[config.mk]
export PLATFORM = sky130hd
export DESIGN_NAME = state_readout
export DESIGN_NICKNAME = d
export VERILOG_FILES = /design/src/rtl/state_readout.sv
export SDC_FILE = /design/constraint.sdc
export NUM_CORES = 2
export LEC_CHECK = 0
export CAP_MARGIN = 20
export CORE_UTILIZATION = 35
export DETAILED_ROUTE_END_ITERATION = 8
export PLACE_DENSITY = 0.62
export SYNTH_ARGS = -nofsm -noshare
export SYNTH_HDL_FRONTEND = slang
export SYNTH_SLANG_ARGS = --single-unit
[constraint.sdc]
create_clock -name clk -period 3.5 [get_ports clk]
set_clock_uncertainty 0.2 [all_clocks]
set_input_delay 0.525 -clock clk [delete_from_list [all_inputs] [get_ports clk]]
set_output_delay 0.525 -clock clk [all_outputs]
set_load 0.05 [all_outputs]
[src/rtl/state_readout.sv]
// -----------------------------------------------------------------------------
// state_readout
//
// Readout stage that follows the gate scheduler. On start it scans the
// state-vector memory from index 0 to DIM-1. For each basis state it reads
// (re, im), forms the probability re^2 + im^2 and streams (index, probability)
// over a valid/ready handshake. During the scan it tracks the most probable
// basis state (strictly greater wins, so ties keep the lower index) and a
// running sum of all probabilities.
//
// Ports:
//   clk, rst_n              clock, asynchronous active-low reset
//   start                   begin a scan (ignored while busy)
//   busy / done             scan in progress / last scan finished
//   mem_rd_en, mem_addr     read request to the state memory
//   mem_dout_r, mem_dout_i  signed Q2.14 amplitude, valid one cycle after a read
//   out_valid, out_ready    stream handshake
//   out_idx, out_prob       beat payload: basis index and Q4.28 probability
//   out_last                marks the beat for index DIM-1
//   argmax_idx/argmax_prob  most probable state seen so far in this scan
//   norm_sum                running sum of out_prob over this scan
// -----------------------------------------------------------------------------
module state_readout #(
  parameter  int N_QUBITS = 4,
  localparam int DIM      = 1 << N_QUBITS,
  localparam int AW       = $clog2(DIM)
) (
  input  logic              clk,
  input  logic              rst_n,
  input  logic              start,
  output logic              busy,
  output logic              done,
  output logic              mem_rd_en,
  output logic [AW-1:0]     mem_addr,
  input  logic [15:0]       mem_dout_r,
  input  logic [15:0]       mem_dout_i,
  output logic              out_valid,
  input  logic              out_ready,
  output logic [AW-1:0]     out_idx,
  output logic [31:0]       out_prob,
  output logic              out_last,
  output logic [AW-1:0]     argmax_idx,
  output logic [31:0]       argmax_prob,
  output logic [AW+31:0]    norm_sum
);

  localparam logic [AW-1:0] LAST_IDX = AW'(DIM - 1);

  typedef enum logic [2:0] {
    S_IDLE,
    S_ADDR,
    S_CAP,
    S_OUT,
    S_DONE
  } state_t;

  state_t            state_q, state_d;
  logic [AW-1:0]     idx_q, idx_d;
  logic              busy_q, busy_d;
  logic              done_q, done_d;
  logic              mem_rd_en_q, mem_rd_en_d;
  logic [AW-1:0]     mem_addr_q, mem_addr_d;
  logic              out_valid_q, out_valid_d;
  logic [AW-1:0]     out_idx_q, out_idx_d;
  logic [31:0]       out_prob_q, out_prob_d;
  logic              out_last_q, out_last_d;
  logic [AW-1:0]     argmax_idx_q, argmax_idx_d;
  logic [31:0]       argmax_prob_q, argmax_prob_d;
  logic [AW+31:0]    norm_sum_q, norm_sum_d;

  // Probability datapath. Each square is at most 2^30, so the signed products
  // fit in 32 bits and their sum (at most 2^31) fits as unsigned 32 bits.
  logic signed [31:0] re_ext, im_ext;
  logic signed [31:0] re_sq, im_sq;
  logic        [31:0] prob_calc;

  always_comb begin
    re_ext    = {{16{mem_dout_r[15]}}, mem_dout_r};
    im_ext    = {{16{mem_dout_i[15]}}, mem_dout_i};
    re_sq     = re_ext * re_ext;
    im_sq     = im_ext * im_ext;
    prob_calc = $unsigned(re_sq) + $unsigned(im_sq);
  end

  // Next-state logic. The status/strobe outputs are derived from state_d so
  // that, once registered, they are valid for exactly the cycles the FSM
  // spends in the corresponding state.
  always_comb begin
    state_d       = state_q;
    idx_d         = idx_q;
    mem_addr_d    = mem_addr_q;
    out_idx_d     = out_idx_q;
    out_prob_d    = out_prob_q;
    out_last_d    = out_last_q;
    argmax_idx_d  = argmax_idx_q;
    argmax_prob_d = argmax_prob_q;
    norm_sum_d    = norm_sum_q;

    unique case (state_q)
      S_IDLE, S_DONE: begin
        if (start) begin
          idx_d         = '0;
          argmax_idx_d  = '0;
          argmax_prob_d = '0;
          norm_sum_d    = '0;
          state_d       = S_ADDR;
        end
      end

      S_ADDR: begin
        state_d = S_CAP;
      end

      S_CAP: begin
        out_prob_d = prob_calc;
        out_idx_d  = idx_q;
        out_last_d = (idx_q == LAST_IDX);
        if (prob_calc > argmax_prob_q) begin
          argmax_idx_d  = idx_q;
          argmax_prob_d = prob_calc;
        end
        norm_sum_d = norm_sum_q + {{AW{1'b0}}, prob_calc};
        state_d    = S_OUT;
      end

      S_OUT: begin
        if (out_ready) begin
          // Termination is driven by out_last, so idx never wraps.
          if (out_last_q) begin
            state_d = S_DONE;
          end else begin
            idx_d   = idx_q + AW'(1);
            state_d = S_ADDR;
          end
        end
      end

      default: begin
        state_d = S_IDLE;
      end
    endcase

    mem_rd_en_d = (state_d == S_ADDR);
    if (state_d == S_ADDR) begin
      mem_addr_d = idx_d;
    end
    busy_d      = (state_d == S_ADDR) || (state_d == S_CAP) || (state_d == S_OUT);
    done_d      = (state_d == S_DONE);
    out_valid_d = (state_d == S_OUT);
  end

  always_ff @(posedge clk or negedge rst_n) begin
    if (!rst_n) begin
      state_q       <= S_IDLE;
      idx_q         <= '0;
      busy_q        <= 1'b0;
      done_q        <= 1'b0;
      mem_rd_en_q   <= 1'b0;
      mem_addr_q    <= '0;
      out_valid_q   <= 1'b0;
      out_idx_q     <= '0;
      out_prob_q    <= '0;
      out_last_q    <= 1'b0;
      argmax_idx_q  <= '0;
      argmax_prob_q <= '0;
      norm_sum_q    <= '0;
    end else begin
      state_q       <= state_d;
      idx_q         <= idx_d;
      busy_q        <= busy_d;
      done_q        <= done_d;
      mem_rd_en_q   <= mem_rd_en_d;
      mem_addr_q    <= mem_addr_d;
      out_valid_q   <= out_valid_d;
      out_idx_q     <= out_idx_d;
      out_prob_q    <= out_prob_d;
      out_last_q    <= out_last_d;
      argmax_idx_q  <= argmax_idx_d;
      argmax_prob_q <= argmax_prob_d;
      norm_sum_q    <= norm_sum_d;
    end
  end

  assign busy        = busy_q;
  assign done        = done_q;
  assign mem_rd_en   = mem_rd_en_q;
  assign mem_addr    = mem_addr_q;
  assign out_valid   = out_valid_q;
  assign out_idx     = out_idx_q;
  assign out_prob    = out_prob_q;
  assign out_last    = out_last_q;
  assign argmax_idx  = argmax_idx_q;
  assign argmax_prob = argmax_prob_q;
  assign norm_sum    = norm_sum_q;

endmodule

==> results.json <==
{
  "cts-root-buf": "clkbuf_16",
  "slowest_stage": "fa_2",
  "syn_area_um2": 24600,
  "wl_um": 68300,
  "setup_viol_count_final": 96,
  "rsz0062_at_grt": "yes",
  "drc": 0,
  "cts_buffers": 17,
  "synth-edff-count": 0,
  "synth_mux_area_frac": 0.00823,
  "clk_path_buf_depth": 2,
  "dieHeight_um": 267,
  "hold_buffers": 0,
  "synth-compound-area-share": 0.0709,
  "yosysWarnings": 0,
  "area_growth_pct": 40.9,
  "fin_cells": 4207,
  "grt_pass1_wl_um": 110000,
  "synth_xor_area_frac": 0.0306,
  "fp.dieArea_um2": 71400,
  "start_util": 0.357,
  "worstHoldPathType": "in2async",
  "crit_family": "adder cells",
  "netlist_instances": 2611,
  "core_area_um2": 69100,
  "fmax_mhz": 106,
  "cp_common_cell": "fa_1",
  "hold_violations": 11,
  "synthSimpleGateAreaFrac": 0.111,
  "ys.flop_type": "dfrtp_1",
  "syn_avg_cell_area_um2": 9.43,
  "port_buffers": 152,
  "gr-total-overflow": 0,
  "synth-adder-area-share": 0.533,
  "synth_cell_types": 64,
  "netlist_top_cells_count": "inv_1, fa_1, nand2_1, ha_1, dfrtp_1",
  "syn_nets": 3384,
  "outcome": "finished with violations",
  "ys_ff_latch": 124,
  "worstSkewPairLatency_ns": 0.43,
  "chipWidth_um": 267,
  "fin_nets": 4037,
  "setup.worst_path.start_class": "input pin",
  "min_period_ns": 9.41,
  "grt_use_total": 0.199,
  "path_clk_slew_ns": 0.06,
  "seq_area_um2": 3100,
  "violations": "negative hold slack, negative setup slack",
  "fin_crit_sh": 2.69,
  "netlist.area_leader.share": 0.424,
  "slowest_delay_ns": 0.57,
  "finalMaxSlewViolations": 0,
  "crit_arrival_ns": 9.51,
  "htree_num_levels": 4,
  "fillers": 6261,
  "place_inst": 4045,
  "cts_tree": "built",
  "path_class": "in2reg",
  "crit_path_max_fanout": 6,
  "yosysMostFrequentCell": "inv_1",
  "pin_count": 153,
  "first_global_vias": 21200,
  "fp-row-count": 96,
  "max_slew_margin": 0.443,
  "hold_slack_ns": -0.0280,
  "yosys-top-cells-area": "fa_1, dfrtp_1, inv_1",
  "first_pass_iters": 5,
  "cap_violations": 0,
  "seq_area_frac_synth": 0.126,
  "worst_slack_ns": -5.91,
  "viasPerCell": 4.61,
  "final_util": 0.503,
  "synth_top_area_cell": "fa_1",
  "grt_max_degree": 60,
  "drt_iter0_drc": 915,
  "ant_nets": 0,
  "multi_input_area_um2": 20600,
  "vias": 19400,
  "cp-end-kind": "register",
  "synth_top_family_by_area": "adder cells",
  "critPathBufInv": 14,
  "wl_per_cell_um": 16.2,
  "gp_congestion": 0.892,
  "worstPathRequired_ns": 3.61,
  "tightestPinTransition_ns": 0.836,
  "drive_gt1_frac": 0.312,
  "synth_async_sr_flop_share": 1.00,
  "antenna_found_initial": 1,
  "clock_sinks": 124,
  "place_hpwl_um": 54600
}
[flip-flops by register name, indices dropped and copies added (netlist names)]
name / flops
out_idx: 4
out_valid: 1
argmax_idx: 4
mem_addr: 4
mem_rd_en: 1
done: 1
out_prob: 32
argmax_prob: 32
busy: 1
out_last: 1
state_q: 3
norm_sum: 36
idx_q: 4
[routing by layer]
layer	part of all wire	track usage	vias to the layer above	routed length [um]
met1	0.41	0.247	9828	28200
li1	-	-	9105	-
met2	0.53	0.361	372	35900
met4	0.023	0.0489	0	1550
met5	0	0	-	0
met3	0.039	0.0261	90	2700
[worst paths after layout]
check	slack (ns)	to	startpoint	cells past startpoint
worst min-delay path	-0.03	norm_sum[35]	rst_n	1
max in group asynchronous	2.32	argmax_prob[22]	rst_n	2
worst min register to register	0.27	out_prob[7]	out_prob[7]	2
worst max register to register	0.11	norm_sum[30]	norm_sum[0]	13
worst max-delay path	-5.91	argmax_prob[2]	mem_dout_i[9]	41
min in group clk	0.27	out_prob[7]	out_prob[7]	2
[cells in the final DEF (no fill, tap or decap), types with 30 or more instances in the layout]
master,Yosys,layout
buf_4,0,417
nor2_1,64,46
o21ai_1,3,45
nand2_1,311,249
a21oi_1,62,31
fa_1,522,480
dfrtp_1,124,124
ha_4,0,45
inv_2,0,58
and2_1,93,64
nand2_2,0,39
buf_12,0,31
xnor2_1,57,39
inv_1,717,654
and2_4,1,30
clkdlybuf4s50_1,0,119
o21ai_0,99,33
a21o_1,30,30
ha_1,215,167
fa_2,0,42
buf_6,2,87
[per-stage QoR]
step	worst slack, ns	instance area, um^2	hold slack, ns	setup TNS [ns]
finish	-5.91	34700	-0.0280	-436.84
global placement	-6.82	31100	0.259	-530.00
global route	-6.24	34700	0.0406	-460.38
CTS	-5.94	34000	0.0144	-441.13
floorplan	-5.67	25500	0.0294	-401.81
detailed placement	-6.88	31100	0.263	-532.02
[area by class of cell]
type | count | area share
multi-input combinational | 1705 | 0.593
timing repair buffer | 698 | 0.190
sequential | 124 | 0.0894
inverter | 718 | 0.0782
tap | 931 | 0.0336
clock buffer | 23 | 0.0135
clock inverter | 7 | 0.00195
antenna | 1 | 0.0000721
[cells by family (layout without fill, tap and decap cells)]
logic type	count (synthesis)	in the layout
and+or+nand+nor	588	588
muxes	18	18
other	1	2
AOI/OAI and AO/OA	275	275
buffers and inverters	782	1446
DFF	124	124
xor gates and xnor gates	86	86
adders and majority gates	737	737
[worst register-to-register path: stages, from the launching register on]
cell	delay (ns)
dfrtp_1	0.40
ha_1	0.24
fa_1	0.41
a211oi_1	0.30
buf_4	0.17
o21ai_2	0.07
a41oi_2	0.30
o31ai_4	0.13
a21bo_2	0.25
o31ai_4	0.32
buf_4	0.18
o21ai_2	0.05
xnor2_1	0.16
o21ai_1	0.07
[what timing repair did]
action,4_1_cts,5_1_grt
cloned,12,0
pin swaps,213,132
resized for setup,484,207
setup buffers,104,29
endpoints found under the setup margin,97,97
Power is left out: the tool's default activity adds up to more than one toggle a clock period on the data nets, which glitch-free logic cannot reach.
